File: src/rtl/data_mem_ctrl.sv
// data_mem_ctrl: load/store controller between the core data-memory port and a
// word-organised RAM / peripheral bus.
//
// Each byte-addressed request becomes one word-aligned, byte-enabled
// transaction on a req/ack handshake. The core sees stall_o for the whole
// access. Loads come back aligned to bit 0 and sign- or zero-extended.
// Misaligned, out-of-window, malformed and timed-out accesses pulse err_o.
//
// Ports:
//   clk_i, reset_i          clock (rising edge), synchronous active-high reset
//   addr_i, wdata_i         byte address and right-aligned store data from core
//   memwrite_i, memread_i   store / load request strobes
//   sign_mask_i             [3] signed load, [2:0] size (001 byte, 011 half, 111 word)
//   stall_o                 high while a request is accepted or outstanding
//   rdata_o, rvalid_o       load result and its one-cycle valid pulse
//   err_o                   one-cycle pulse on a rejected or aborted access
//   mem_req_o .. mem_wdata_o  memory-side transaction (held stable while busy)
//   mem_rdata_i, mem_ack_i  memory-side read word and completion

module data_mem_ctrl #(
  parameter int          ADDR_W    = 12,
  parameter logic [31:0] BASE_ADDR = 32'h0000_2000,
  parameter int          TIMEOUT   = 15
) (
  input  logic              clk_i,
  input  logic              reset_i,
  input  logic [31:0]       addr_i,
  input  logic [31:0]       wdata_i,
  input  logic              memwrite_i,
  input  logic              memread_i,
  input  logic [3:0]        sign_mask_i,
  output logic              stall_o,
  output logic [31:0]       rdata_o,
  output logic              rvalid_o,
  output logic              err_o,
  output logic              mem_req_o,
  output logic              mem_we_o,
  output logic [3:0]        mem_be_o,
  output logic [ADDR_W-1:0] mem_addr_o,
  output logic [31:0]       mem_wdata_o,
  input  logic [31:0]       mem_rdata_i,
  input  logic              mem_ack_i
);

  typedef enum logic [1:0] {IDLE = 2'b00, BUSY = 2'b01, RESP = 2'b10} state_t;

  // Last BUSY cycle index before the access is abandoned (counter starts at 0).
  localparam logic [7:0] TO_LAST = 8'(TIMEOUT - 1);

  state_t             state_r;
  state_t             state_s;
  logic [1:0]         off_r;
  logic [3:0]         mask_r;
  logic [7:0]         cnt_r;
  logic               mem_req_r;
  logic               mem_we_r;
  logic [3:0]         mem_be_r;
  logic [ADDR_W-1:0]  mem_addr_r;
  logic [31:0]        mem_wdata_r;
  logic [31:0]        rdata_r;
  logic               rvalid_r;
  logic               err_r;

  logic               req_s;
  logic               size_ok_s;
  logic               win_ok_s;
  logic               align_ok_s;
  logic               legal_s;

  // Byte-lane enables for a given size and byte offset.
  function automatic logic [3:0] lane_be(input logic [2:0] size, input logic [1:0] off);
    case (size)
      3'b001:  lane_be = 4'b0001 << off;
      3'b011:  lane_be = 4'b0011 << off;
      default: lane_be = 4'b1111;
    endcase
  endfunction

  // Replicate store data across lanes so the enabled lane always carries it.
  function automatic logic [31:0] lane_data(input logic [2:0] size, input logic [31:0] wd);
    case (size)
      3'b001:  lane_data = {4{wd[7:0]}};
      3'b011:  lane_data = {2{wd[15:0]}};
      default: lane_data = wd;
    endcase
  endfunction

  // Shift the addressed bytes down to bit 0, then mask and extend to 32 bits.
  function automatic logic [31:0] align_load(input logic [31:0] word, input logic [1:0] off,
                                             input logic [3:0] mask);
    logic [31:0] sh;
    sh = word >> {off, 3'b000};
    case (mask[2:0])
      3'b001:  align_load = mask[3] ? {{24{sh[7]}}, sh[7:0]} : {24'h00_0000, sh[7:0]};
      3'b011:  align_load = mask[3] ? {{16{sh[15]}}, sh[15:0]} : {16'h0000, sh[15:0]};
      default: align_load = sh;
    endcase
  endfunction

  assign req_s = memread_i | memwrite_i;

  // Request legality: size encoding, address window and natural alignment.
  always_comb begin
    size_ok_s  = 1'b0;
    align_ok_s = 1'b0;
    case (sign_mask_i[2:0])
      3'b001: begin size_ok_s = 1'b1; align_ok_s = 1'b1; end
      3'b011: begin size_ok_s = 1'b1; align_ok_s = ~addr_i[0]; end
      3'b111: begin size_ok_s = 1'b1; align_ok_s = (addr_i[1:0] == 2'b00); end
      default: begin size_ok_s = 1'b0; align_ok_s = 1'b0; end
    endcase
    win_ok_s = (addr_i[31:ADDR_W+2] == BASE_ADDR[31:ADDR_W+2]);
    legal_s  = ~(memread_i & memwrite_i) & size_ok_s & win_ok_s & align_ok_s;
  end

  // FSM state register.
  always_ff @(posedge clk_i) begin
    if (reset_i) begin
      state_r <= IDLE;
    end else begin
      state_r <= state_s;
    end
  end

  // FSM next-state logic; an ack in the timeout cycle takes priority.
  always_comb begin
    state_s = state_r;
    case (state_r)
      IDLE: begin
        if (req_s) begin
          if (legal_s) state_s = BUSY;
          else         state_s = RESP;
        end else begin
          state_s = IDLE;
        end
      end
      BUSY: begin
        if (mem_ack_i)             state_s = RESP;
        else if (cnt_r == TO_LAST) state_s = RESP;
        else                       state_s = BUSY;
      end
      RESP:    state_s = IDLE;
      default: state_s = IDLE;
    endcase
  end

  // Datapath: latch the transaction, run the timeout and produce the response.
  always_ff @(posedge clk_i) begin
    if (reset_i) begin
      off_r       <= 2'b00;
      mask_r      <= 4'b0000;
      cnt_r       <= 8'd0;
      mem_req_r   <= 1'b0;
      mem_we_r    <= 1'b0;
      mem_be_r    <= 4'b0000;
      mem_addr_r  <= '0;
      mem_wdata_r <= 32'h0000_0000;
      rdata_r     <= 32'h0000_0000;
      rvalid_r    <= 1'b0;
      err_r       <= 1'b0;
    end else begin
      rvalid_r <= 1'b0;
      err_r    <= 1'b0;
      case (state_r)
        IDLE: begin
          if (req_s && legal_s) begin
            off_r       <= addr_i[1:0];
            mask_r      <= sign_mask_i;
            cnt_r       <= 8'd0;
            mem_req_r   <= 1'b1;
            mem_we_r    <= memwrite_i;
            mem_be_r    <= lane_be(sign_mask_i[2:0], addr_i[1:0]);
            mem_addr_r  <= addr_i[ADDR_W+1:2];
            mem_wdata_r <= lane_data(sign_mask_i[2:0], wdata_i);
          end else if (req_s) begin
            err_r   <= 1'b1;
            rdata_r <= 32'h0000_0000;
          end
        end
        BUSY: begin
          cnt_r <= cnt_r + 8'd1;
          if (mem_ack_i) begin
            mem_req_r <= 1'b0;
            if (!mem_we_r) begin
              rvalid_r <= 1'b1;
              rdata_r  <= align_load(mem_rdata_i, off_r, mask_r);
            end
          end else if (cnt_r == TO_LAST) begin
            mem_req_r <= 1'b0;
            err_r     <= 1'b1;
            rdata_r   <= 32'h0000_0000;
          end
        end
        default: begin
          mem_req_r <= 1'b0;
        end
      endcase
    end
  end

  // stall is combinational in IDLE so the core freezes in the request cycle.
  assign stall_o     = (state_r != IDLE) | req_s;
  assign rdata_o     = rdata_r;
  assign rvalid_o    = rvalid_r;
  assign err_o       = err_r;
  assign mem_req_o   = mem_req_r;
  assign mem_we_o    = mem_we_r;
  assign mem_be_o    = mem_be_r;
  assign mem_addr_o  = mem_addr_r;
  assign mem_wdata_o = mem_wdata_r;

endmodule
File: config.mk
export PLATFORM = sky130hd
export DESIGN_NAME = data_mem_ctrl
export DESIGN_NICKNAME = d
export VERILOG_FILES = /design/src/rtl/data_mem_ctrl.sv
export SDC_FILE = /design/constraint.sdc
export NUM_CORES = 1
export LEC_CHECK = 0
export CAP_MARGIN = 20
export CORE_ASPECT_RATIO = 1.2
export CORE_UTILIZATION = 50
export DETAILED_ROUTE_END_ITERATION = 8
export DONT_BUFFER_PORTS = 1
export PLACE_DENSITY = 0.68
export RECOVER_POWER = 25
export SLEW_MARGIN = 25
export SYNTH_ARGS = -nofsm -noshare
export SYNTH_HDL_FRONTEND = slang
export SYNTH_SLANG_ARGS = --single-unit
File: constraint.sdc
create_clock -name clk_i -period 1.95 [get_ports clk_i]
set_input_delay 0.2925 -clock clk_i [delete_from_list [all_inputs] [get_ports clk_i]]
set_output_delay 0.2925 -clock clk_i [all_outputs]
set_load 0.03 [all_outputs]
Word-level counts from Yosys, hierarchy flattened
Cells that the tools add are included.
{ "totals": {"register_bits": 100, "output_inout_bits": 85, "elab_cells": 80} }
{ "op_classes": {"add_sub_neg": 1, "eq_ne": 12, "shift": 3, "n_mux": 30, "bitwise": 10, "reduce_logical": 12} }
{ "ops": {"columns": ["operator", "count"], "rows": [
  ["2-to-1 mux 32 bit", 7],
  ["case mux 32 bit (2 select lines)", 3],
  [">> shifter 32 x 5 -> 32 bit", 1],
  ["zero test 18 bit", 1],
  ["case mux 8 bit (2 select lines)", 1],
  ["2-to-1 mux 1 bit", 9],
  ["adder 8 x 1 -> 8 bit, second input constant", 1],
  ["equality test 8 x 4 -> 1 bit, second input constant", 1],
  ["2-to-1 mux 2 bit", 4],
  ["2-to-1 mux 8 bit", 1],
  ["case mux 4 bit (2 select lines)", 1],
  ["equality test 3 x 1 -> 1 bit, second input constant", 2],
  ["equality test 3 x 2 -> 1 bit, second input constant", 2],
  ["inequality test 2 bit, second input constant", 3],
  ["inequality test 3 bit, second input constant", 2],
  ["AND reduction 2 bit", 3],
  ["OR reduction 3 bit", 2],
  ["AND reduction 5 bit", 1],
  ["bitwise AND 1 bit", 4],
  ["zero test 2 bit", 2],
  ["inverter 1 bit", 4],
  ["case mux 1 bit (2 select lines)", 2],
  ["case mux 2 bit (2 select lines)", 1],
  ["nonzero test 2 bit", 2],
  ["other kinds (7)", 8]
]} }

Logic depth before layout (Yosys ltp)
Gate-level depths: netlist (run 1).
{ "logic_depth": {"word_depth": 9, "mapped_depth": 8} }

Worst setup path after synthesis (run 1)
No wires, ideal clock.
{ "synth_timing": {"path_type": "input-to-reg", "startpoint": "input port addr_i[17]", "endpoint": "register mem_be_r[0], in the netlist mem_be_o[0]", "setup_ps": 132, "t_arrival_ps": 1852, "path_slack_ps": -34, "cell_stages": 7, "n_path_buf": 2, "cell_sequence": "nor4_1 > nand4_2 > or4_1 > buf_2 > buf_6 > nor3_1 > nor3_1"} }
{ "synth_between": {"elab_chain_cells": 5} }
{ "synth_rtl": {"columns": ["element", "line", "source"], "rows": [
  ["from (decl)", "27", "input logic [31:0] addr_i,"],
  ["zero test 18 bit", "112", "win_ok_s = (addr_i[31:ADDR_W+2] == BASE_ADDR[31:ADDR_W+2]);"],
  ["bitwise AND 1 bit (2 in series)", "113", "legal_s = ~(memread_i & memwrite_i) & size_ok_s & win_ok_s & align_ok_s;"],
  ["logical AND 1 bit", "166", "if (req_s && legal_s) begin"],
  ["AND reduction 2 bit (no line)", null, null],
  ["to (signal assigned)", "172", "mem_be_r <= lane_be(sign_mask_i[2:0], addr_i[1:0]);"],
  ["to (decl)", "57", "logic [3:0] mem_be_r;"]
]} }
Every way passes these cells.
A chain may end at the register's enable or synchronous reset.

Final worst setup path (run 1)
{ "layout_timing": {"startpoint": "register state_r[0]", "endpoint": "register rdata_r[16], in the netlist rdata_o[16]"} }
{ "layout_between": {"elab_chain_cells": 3} }
{ "layout_rtl": {"columns": ["element", "line", "source"], "rows": [
  ["from (decl)", "50", "state_t state_r;"],
  ["from (signal assigned)", "121", "state_r <= state_s;"],
  ["equality test 2 x 1 -> 1 bit / zero test 2 bit (equally long branches)", "164", "case (state_r)"],
  ["inequality test 3 bit (no line), or another cell as far along", null, null],
  ["AND reduction 5 bit (no line)", null, null],
  ["to (signal assigned)", "186", "rdata_r <= align_load(mem_rdata_i, off_r, mask_r);"],
  ["to (decl)", "60", "logic [31:0] rdata_r;"]
]} }
Several ways; a longest one is shown, not always the timed one.

==> run summary, run 1 <==
slowest stage delay, CP = 0.52 ns
Worst EP required = 2.21 ns
Endpoint, Worst Hold = mem_wdata_o[18]
placed inst area = 5040 µm²
fin crit period = 1.89 ns
Setup Viol. Count Final = 0
TritonCTS clock tree = yes
CP arrival = 2.15 ns
worst skew pair latency = 0.37 ns
clock sink total = 100
Max Cap Violations = 0
failing checks = hold timing
Final Hold Slack = -0.0153 ns
port bufs = 0
Initial Util = 0.520
distinct cell type count of the synthesized netlist = 46
area of the multi-input gates = 2620 µm²
post-DR wirelength/cell = 18.6 µm
Core Box Area = 9180 µm²
vias in the first global route = 4090
Worst R2R Setup Slack = 0.06 ns
gr usage total = 0.259
stages on the worst setup path = 7
Gate Count Post-Synth = 590
DRC = 0
initial antenna violation count = 0
EDFF count, synth = 0
Slew HR = 0.602
Iter 0 DRT Violations = 209
Inserted Diodes = 0
FP Rows = 38
Reg2Reg Depth = 7
share of cells above drive strength 1 = 0.134
reg2reg end = rdata_o[16]
ys flop type = dfxtp_1
slew of the pin with the lowest slew margin = 0.595 ns
Reg area = 2000 µm²
Post-Place Worst Slack = -0.180 ns
Seq cells post-synth = 100
clock root buffer = clkbuf_8
Fmax = 530 MHz
Die ar. = 9950 µm²
count of final hold-check violations = 7
Pre-antenna DRT Iters = 4
unrepaired setup endpoints after global routing = true
Power Dens Cells = 732 nW/µm²
CP bufs+invs = 2
Worst Setup Start Kind = flop
top cell type's share of synthesized area = 0.419
worst setup margin = 0.0619 ns
RD Place Congestion = 0.906
Leak = 1.87 nW
Slew Viols, Final = 0
peak supply drop = 409 µV
Final Cycle Share = 0.968
I/O pins = 190
Mean Syn Cell Area = 8.09 µm²
hpwl dp = 9.22 mm
die span in y = 109 µm
share of async-settable or async-resettable flops after synthesis = 0
NumNets Final = 699
hold crit path type = primary input to flop
hold path depth = 1
grt total ovfl = 0
Synth Net Count = 697
clock tree buffer depth = 2
Hold Buf Count CTS = 3
Synth Cell Area = 4780 µm²
Overall Power = 3.95 mW
worst clock skew = 0.00848 ns
Layout fillers = 843
total CTS buffers = 9
fin util = 0.588
Detail Route Antenna Nets = 0
largest net degree at the start of global routing = 100
Hold Startpoint = reset_i
yosys warns = 0
CP Capture Type = flop
register area share after synthesis = 0.419
Cell Chain, Critical Path = nor2_1 > o21ai_0 > buf_4 > or4_1 > buf_12 > a21oi_1 > a211oi_1
Max H-tree Level = 3
drt total wl = 13.4 mm
Critical R2R Launch = state_r[0]
Synth area leader = dfxtp_1
fin area = 5390 µm²
global-route wire length before repair = 20.0 mm
CP delay by family, top = simple AND/OR/NAND/NOR gates
CP Class = flop to flop
Chip Width = 91.2 µm
Synth-to-Final Area Change = 12.9%
Worst Path Max Fanout = 34
drt via density = 6.05
CP max-delay cell = or4_1
status = finished, violations left
Vias = 4333
clock transition at the registers of the reported paths = 0.09 ns
Synth area leaders = dfxtp_1 (42%), nand2_1 (8.7%), a21oi_1 (8.0%)
## metrics by stage
step           setup TNS, ns  hold slack, ns  cells
2_1_floorplan              0           0.433    590
4_1_cts                    0         -0.0450    713
3_5_place_dp           -4.14           0.371    694
3_3_place_gp           -3.18           0.371    694
6_report                   0         -0.0153    716
5_1_grt               -0.259         -0.0333    716
## cells in the mapped netlist (8+ instances only)
| cell type | number |
|---|---|
| nand4_1 | 11 |
| a2bb2oi_1 | 8 |
| a311oi_1 | 11 |
| a21oi_1 | 76 |
| a211oi_1 | 24 |
| clkbuf_1 | 30 |
| buf_2 | 11 |
| nor2_1 | 32 |
| dfxtp_1 | 100 |
| mux2i_1 | 32 |
| buf_1 | 8 |
| o21ai_0 | 46 |
| mux2_2 | 8 |
| nor3_1 | 28 |
| nand2_1 | 111 |
## layout make-up
type,instances,share of cell area
Multi-Input combinational cell,437,0.485
Sequential cell,100,0.371
Timing Repair Buffer,42,0.0747
Tap cell,120,0.0278
Clock buffer,11,0.0262
Clock inverter,4,0.0137
Inverter,2,0.00139
## state kept, by name (all words and copies together), names as in the netlist, 2 cells and up
name,count
mem_wdata_o,32
rdata_o,32
mem_addr_o,12
cnt_r,8
mask_r,4
mem_be_o,4
off_r,2
state_r,2
## routing by layer
layer / up-vias / track usage / share of wire
li1: 2103 / - / -
met1: 2001 / 0.294 / 0.39
met2: 201 / 0.442 / 0.50
met3: 28 / 0.0642 / 0.084
met4: 0 / 0.154 / 0.030
met5: - / 0 / 0
## power breakdown
part / switching (mW) / internal, mW / leakage [nW]
Clock: 0.714 / 0.752 / 0.109
Combinational: 0.152 / 0.151 / 0.952
Sequential: 0.101 / 2.08 / 0.810
## how the worst max path moves through the flow
stage | from | end | slack (ns)
floorplan | addr_i[15] | mem_be_o[0] | 0.02
global placement | cnt_r[7] | rdata_o[26] | -0.13
detailed placement | addr_i[15] | rdata_o[16] | -0.18
CTS | cnt_r[7] | rdata_o[12] | 0.009
global route | state_r[0] | mem_be_o[0] | -0.04
finish | state_r[0] | rdata_o[16] | 0.06
## cell usage in the layout, fill, tap and decap left out, types with 8 or more instances in the layout
cell       count
nand2_1      111
dfxtp_1      100
a21oi_1       76
o21ai_0       43
nor2_1        32
mux2i_1       32
buf_4         31
nor3_1        25
a211oi_1      22
nand4_1       11
a311oi_1      10
clkbuf_8      10
a2bb2oi_1      8
mux2_2         8
## kinds of logic (layout without fill, tap and decap cells)
logic type | count (synthesis) | count (layout) | share of synthesized area
AOI/OAI and AO/OA | 175 | 175 | 0.216
and+or+nand+nor | 217 | 217 | 0.218
buffers and inverters | 53 | 59 | 0.0469
muxes | 41 | 41 | 0.0906
DFF | 100 | 100 | 0.419
xor gates and xnor gates | 2 | 2 | 0.00367
adders and majority gates | 2 | 2 | 0.00524
## what timing repair did
item | 4_1_cts | 5_1_grt
hold endpoints to repair | 96 | 90
buffers inserted | 1 | 2
gates cloned | 0 | 1
pin swaps | 1 | 2
gates resized for setup | 0 | 11
setup endpoints to repair | 16 | 34
(Power assumes the default switching activity.)
==> inputs of run 2 (changes only) <==
--- a/config.mk
+++ b/config.mk
@@ -5,8 +5,10 @@
 export SDC_FILE = /design/constraint.sdc
 export NUM_CORES = 1
 export LEC_CHECK = 0
+export ABC_CLOCK_PERIOD_IN_PS = 1950
 export CAP_MARGIN = 20
 export CORE_ASPECT_RATIO = 1.2
+export CORE_MARGIN = 1
 export CORE_UTILIZATION = 50
 export DETAILED_ROUTE_END_ITERATION = 8
 export DONT_BUFFER_PORTS = 1
==> results of run 2 <==
Final layout, timing and power as in run 1 (identical DEF).
